`config.mk`:
```
export PLATFORM = sky130hd
export DESIGN_NAME = mem_ctrl
export DESIGN_NICKNAME = d
export VERILOG_FILES = /design/src/rtl/mem_ctrl_pkg.sv /design/src/rtl/mem_ctrl_ext.sv /design/src/rtl/mem_ctrl.sv
export SDC_FILE = /design/constraint.sdc
export NUM_CORES = 1
export LEC_CHECK = 0
export ABC_AREA = 0
export CORE_MARGIN = 2
export CORE_UTILIZATION = 47
export CTS_BUF_LIST = sky130_fd_sc_hd__clkbuf_4
export DETAILED_ROUTE_END_ITERATION = 16
export PLACE_DENSITY = 0.79
export SLEW_MARGIN = 20
export SYNTH_ARGS = -nofsm -noshare
export SYNTH_HDL_FRONTEND = slang
export SYNTH_HIERARCHICAL = 1
export SYNTH_SLANG_ARGS = --single-unit
```
`constraint.sdc`:
```
create_clock -name clk -period 5.45 [get_ports clk]
set_input_delay 0.8175 -clock clk [delete_from_list [all_inputs] [get_ports clk]]
set_output_delay 0.8175 -clock clk [all_outputs]
set_load 0.01 [all_outputs]
```
`src/rtl/mem_ctrl_pkg.sv`:
```
// mem_ctrl_pkg
// Shared definitions for the byte-serial memory controller:
//   - transfer width codes (byte / half / word)
//   - controller state encoding
//   - default RAM byte-address width
//   - helper that maps a width code to its byte count
package mem_ctrl_pkg;

    localparam logic [1:0] MEM_BYTE = 2'b00;
    localparam logic [1:0] MEM_HALF = 2'b01;
    localparam logic [1:0] MEM_WORD = 2'b10;

    localparam int RAM_AW_DEFAULT = 17;

    typedef enum logic [1:0] {
        MC_IDLE  = 2'b00,
        MC_READ  = 2'b01,
        MC_WRITE = 2'b10,
        MC_DONE  = 2'b11
    } mc_state_t;

    // Width code 2'b11 is treated as a full word.
    function automatic logic [2:0] byte_count(input logic [1:0] width);
        case (width)
            MEM_BYTE: return 3'd1;
            MEM_HALF: return 3'd2;
            default:  return 3'd4;
        endcase
    endfunction

endpackage

```
`src/rtl/mem_ctrl_ext.sv`:
```
// mem_ext
// Combinational load-result formatter. Takes the four assembled byte
// lanes (lane 0 = lowest address, little-endian) and produces the
// 32-bit result, sign- or zero-extending byte and half loads.
// Ports:
//   width  in  2   transfer width code
//   sext   in  1   sign-extend enable for byte/half
//   lanes  in  32  assembled lanes {lane3, lane2, lane1, lane0}
//   data   out 32  extended result
module mem_ext
    import mem_ctrl_pkg::*;
(
    input  logic [1:0]  width,
    input  logic        sext,
    input  logic [31:0] lanes,
    output logic [31:0] data
);

    always_comb begin
        data = lanes;
        case (width)
            MEM_BYTE: data = {{24{sext & lanes[7]}}, lanes[7:0]};
            MEM_HALF: data = {{16{sext & lanes[15]}}, lanes[15:0]};
            default:  data = lanes;
        endcase
    end

endmodule

```
`src/rtl/mem_ctrl.sv`:
```
// mem_ctrl
// Arbitrates instruction-fetch and data requests onto one byte-wide
// synchronous RAM, serialising 1/2/4-byte little-endian transfers.
// Data requests win over fetches when both are pending in IDLE; an
// in-flight transaction is never preempted.
// Ports:
//   clk, rst                      clock, async active-high reset
//   if_req/if_addr                fetch request (level-held)
//   if_done/if_inst               fetch completion pulse and word
//   mem_req/we/width/sext/addr/wdata  data request (level-held)
//   mmem_finished/mmem_data       data completion pulse and result
//   stall_req                     pipeline stall request
//   ram_a/ram_wr/ram_dout/ram_din byte RAM interface (1-cycle read)
module mem_ctrl
    import mem_ctrl_pkg::*;
#(
    parameter int RAM_AW = RAM_AW_DEFAULT
) (
    input  logic              clk,
    input  logic              rst,
    input  logic              if_req,
    input  logic [31:0]       if_addr,
    output logic              if_done,
    output logic [31:0]       if_inst,
    input  logic              mem_req,
    input  logic              mem_we,
    input  logic [1:0]        mem_width,
    input  logic              mem_sext,
    input  logic [31:0]       mem_addr,
    input  logic [31:0]       mem_wdata,
    output logic              mmem_finished,
    output logic [31:0]       mmem_data,
    output logic              stall_req,
    output logic [RAM_AW-1:0] ram_a,
    output logic              ram_wr,
    output logic [7:0]        ram_dout,
    input  logic [7:0]        ram_din
);

    mc_state_t         state;
    logic [2:0]        cnt;
    logic [2:0]        nbytes;
    logic [RAM_AW-1:0] addr_q;
    logic [1:0]        width_q;
    logic              sext_q;
    logic              we_q;
    logic              fetch_q;
    logic [31:0]       wdata_q;
    logic [31:0]       lanes_q;
    logic [31:0]       ext_data;
    logic [1:0]        cap_lane;
    logic [1:0]        next_lane;

    // Upper request address bits fall outside the RAM and are dropped.
    logic unused_addr_bits;
    assign unused_addr_bits = ^{if_addr[31:RAM_AW], mem_addr[31:RAM_AW]};

    // The byte arriving on ram_din belongs to the address issued one
    // cycle earlier, so captures trail the counter by one lane.
    assign cap_lane  = cnt[1:0] - 2'd1;
    assign next_lane = cnt[1:0] + 2'd1;

    assign stall_req = ((state != MC_IDLE) | mem_req | if_req) & (state != MC_DONE);

    mem_ext u_ext (
        .width (width_q),
        .sext  (sext_q),
        .lanes (lanes_q),
        .data  (ext_data)
    );

    // Controller FSM. The completion pulse is registered out of DONE,
    // so it appears in the cycle after DONE, with the RAM already idle.
    always_ff @(posedge clk or posedge rst) begin
        if (rst) begin
            state         <= MC_IDLE;
            cnt           <= 3'd0;
            nbytes        <= 3'd0;
            addr_q        <= '0;
            width_q       <= MEM_BYTE;
            sext_q        <= 1'b0;
            we_q          <= 1'b0;
            fetch_q       <= 1'b0;
            wdata_q       <= 32'd0;
            lanes_q       <= 32'd0;
            if_done       <= 1'b0;
            if_inst       <= 32'd0;
            mmem_finished <= 1'b0;
            mmem_data     <= 32'd0;
            ram_a         <= '0;
            ram_wr        <= 1'b0;
            ram_dout      <= 8'd0;
        end else begin
            if_done       <= 1'b0;
            mmem_finished <= 1'b0;
            case (state)
                MC_IDLE: begin
                    cnt     <= 3'd0;
                    lanes_q <= 32'd0;
                    if (mem_req) begin
                        addr_q  <= mem_addr[RAM_AW-1:0];
                        width_q <= mem_width;
                        sext_q  <= mem_sext;
                        we_q    <= mem_we;
                        fetch_q <= 1'b0;
                        wdata_q <= mem_wdata;
                        nbytes  <= byte_count(mem_width);
                        ram_a   <= mem_addr[RAM_AW-1:0];
                        if (mem_we) begin
                            ram_wr   <= 1'b1;
                            ram_dout <= mem_wdata[7:0];
                            state    <= MC_WRITE;
                        end else begin
                            state    <= MC_READ;
                        end
                    end else if (if_req) begin
                        addr_q  <= if_addr[RAM_AW-1:0];
                        width_q <= MEM_WORD;
                        sext_q  <= 1'b0;
                        we_q    <= 1'b0;
                        fetch_q <= 1'b1;
                        nbytes  <= 3'd4;
                        ram_a   <= if_addr[RAM_AW-1:0];
                        state   <= MC_READ;
                    end
                end
                MC_READ: begin
                    if (cnt != 3'd0) begin
                        lanes_q[{cap_lane, 3'b000} +: 8] <= ram_din;
                    end
                    if (cnt == nbytes) begin
                        state <= MC_DONE;
                    end else begin
                        cnt <= cnt + 3'd1;
                        if ((cnt + 3'd1) < nbytes) begin
                            ram_a <= addr_q + RAM_AW'(cnt + 3'd1);
                        end
                    end
                end
                MC_WRITE: begin
                    if (cnt == (nbytes - 3'd1)) begin
                        ram_wr <= 1'b0;
                        state  <= MC_DONE;
                    end else begin
                        cnt      <= cnt + 3'd1;
                        ram_a    <= addr_q + RAM_AW'(cnt + 3'd1);
                        ram_dout <= wdata_q[{next_lane, 3'b000} +: 8];
                    end
                end
                MC_DONE: begin
                    if (fetch_q) begin
                        if_done <= 1'b1;
                        if_inst <= lanes_q;
                    end else begin
                        mmem_finished <= 1'b1;
                        mmem_data     <= we_q ? 32'd0 : ext_data;
                    end
                    cnt   <= 3'd0;
                    state <= MC_IDLE;
                end
                default: state <= MC_IDLE;
            endcase
        end
    end

endmodule

```
==> metrics <==
wirelength, routed=19,600 µm; crit path capture type=register; Yosys reg bits=186; initial antenna violation count=1; Horiz. Die Dim=142 µm; most frequent cells in the layout=dfrtp_1 (186), clkdlybuf4s50_1 (174), nand2_1 (139), o21ai_0 (98), mux2_2 (74); final clock skew=0.0244 ns; layout cells sized above 1=15.2%; Setup-failing EPs final=0; post-cts resize count=0; DRC violations left=0; die area=20,000 µm²; Max Slew Vio Count=0; Num Clock Sinks=186; max_cap viols=0; FMAX=274 MHz; pin count of the biggest net entering global routing=187; Peak VDD IR=0.298 mV; R2R Setup Slk=1.80 ns; CTS Hold Bufs=0; post-synthesis area per instance=11.3 µm²; All-Layer GR Usage=20.3%; CTS root buf=clkbuf_4; cts bufs inserted=17; worst reg2reg path depth=8; Worst path max stage delay=0.93 ns; Synth Cell Area=8890 µm²; CP Class=register to register; R2R Path Start=cnt[0]; vias in the first global route=6,247; first-pass GRT wire length=32,000 µm; IO Port Bufs=174; Worst path slowest cell=ha_1; Routed WL per cell=16.5 µm; crit-path most repeated cell=ha_1; vias per cell=5.28; DRT antenna net count=0; Clock Tree Buf Depth=2; Hold Crit Start=mmem_data[29]; synth unique cells=59; Tmin final=3.65 ns; Hold Crit Endpoint=mmem_data[29]; RSZ-0062 raised after global routing=no; P per Cell Area=514 nW/µm²; Synth Instances=790; via count=6,267; CP bufs+invs=1; CP Max Fanout=17; commonest non-fill, non-tap cell in the layout=dfrtp_1; CTS tree=built; CP startpoint kind=register; R2R Path End=ram_a[15]; Net Count, Synth=919; Worst EP arrival=4.12 ns; Final period util=66.9%; worst path cell trace=inv_1 -> ha_1 -> ha_1 -> nand2_1 -> o21ai_0 -> o21ai_4 -> nand2_8 -> mux2_4; I/O pins=205; Post-Layout Cell Count=1,186; Synth-to-Final Area Change=23.6%; Main synth FF type=dfrtp_1; H-tree depth=4; static leakage=0.00480 µW; Worst path top cell family by delay=adder cells; # Post-CTS Setup Buffers=0; grt ovf=0; cell depth of the worst hold path=2; Slew headroom=36.0%; Initial Util=47.7%; Fin. Hold Viols=0; Async SR Flop Fraction=100%; Cell Rows=50; Worst Path Required=5.92 ns; HP Class=register to register; status=complete, no violations; Starting DRT DRC Count=331; DP Cell Count=1,152; Die Span Y=142 µm; sequential area share after synthesis=52.4%; synth warn=6; Setup TNS=0 ns; Detail Placement HPWL=13,500 µm; NumNets Final=1,068; RePlAce Congestion=0.841; Core Box Area=18,600 µm²; CTS clk-pin slew, worst paths=0.13 ns; Tightest Pin Transition=0.960 ns; EDFF count, synth=0; drt pass-1 iters=4; Clk Latency, worst-skew pair=0.58 ns
==> cells in the mapped netlist, drive strengths merged (2+ instances only) <==
cell	n	share of area, %
dfrtp	186	52
nand2	140	6.1
o21ai	110	6.5
mux2	80	10
nand2b	39	2.8
mux2i	36	4.2
clkbuf	26	1.1
buf	23	2.0
a22o	19	1.9
inv	19	0.80
ha	16	2.3
a21oi	14	0.79
mux4	8	2.0
xnor2	7	0.69
nand4	6	0.49
nor2	6	0.25
a21bo	5	0.56
nor3	5	0.28
xor2	5	0.49
a211oi	4	0.34
and4	3	0.30
nand3	3	0.17
nor4	3	0.45
a21boi	2	0.17
a32o	2	0.23
dlygate4sd1	2	0.20
nor3b	2	0.17
o2111ai	2	0.20
o211ai	2	0.17
==> layer usage <==
layer	part of all wire, %	up-vias	track usage, %	wire length, µm
met2	48	161	33.6	9480
met1	45	3043	26.9	8810
met5	0	-	0	0
met4	1.4	0	5.63	283
li1	-	3047	-	-
met3	5.0	16	4.93	987
==> worst max path at each step <==
stage / cells past startpoint / slack, ns / start / to
after floorplan: 1 / 2.24 / rst / addr_q[0]
after global placement: 8 / 1.82 / cnt[0] / ram_a[1]
after detailed placement: 8 / 1.76 / cnt[0] / ram_a[13]
after CTS: 8 / 1.74 / cnt[0] / ram_a[13]
after global routing: 8 / 1.52 / cnt[0] / ram_a[15]
final: 8 / 1.80 / cnt[0] / ram_a[15]
==> power by group <==
part           leakage (µW)  internal (µW)  total, µW  switching [µW]
clock network      0.000140            263        726             463
registers           0.00242           1850       2240             396
logic               0.00224           1400       2680            1270
total               0.00480           3510       5650            2130
==> logic make-up (layout without fill, tap and decap cells) <==
group / count (synthesis) / in the layout / synth area share, %
xor gates and xnor gates: 13 / 13 / 1.44
AOI/OAI and AO/OA: 167 / 167 / 11.5
buffers and inverters: 70 / 230 / 4.11
other: 0 / 2 / 0
and+or+nand+nor: 213 / 213 / 11.6
adders and majority gates: 17 / 17 / 2.48
muxes: 124 / 124 / 16.6
DFF: 186 / 186 / 52.4
==> worst min-delay path, stage by stage (launching register included) <==
cell,delay (ns)
dfrtp_1,0.37
nand2_1,0.05
o21ai_0,0.06
==> registers in the layout, indices dropped and copies added, names as in the netlist <==
register       flops
if_inst           32
lanes_q           32
mmem_data         32
wdata_q           32
addr_q            17
ram_a             17
ram_dout           8
cnt                3
nbytes             3
state              2
width_q            2
fetch_q            1
if_done            1
mmem_finished      1
ram_wr             1
sext_q             1
we_q               1
==> cell type report <==
class	count	area [µm²]
sequential	186	4650
tap	234	293
antenna	2	5.00
inverter	19	75.1
clock buffer	17	128
multi-input combinational	534	3880
clock inverter	13	129
fill	1550	7650
timing repair buffer	181	1830
==> per-stage QoR <==
step | instance area, µm² | utilization, % | hold WS (ns) | setup WS, ns | total power [µW]
detailed placement | 10700 | 57.3 | 0.472 | 1.76 | 4950
global placement | 10700 | 57.3 | 0.463 | 1.82 | 4850
finish | 11000 | 59.0 | 0.497 | 1.80 | 5650
CTS | 10900 | 58.7 | 0.503 | 1.74 | 5680
floorplan | 8890 | - | 0.450 | 2.24 | 4150
global route | 11000 | 58.9 | 0.529 | 1.52 | 6060
Power figures use the tool's default switching activity.
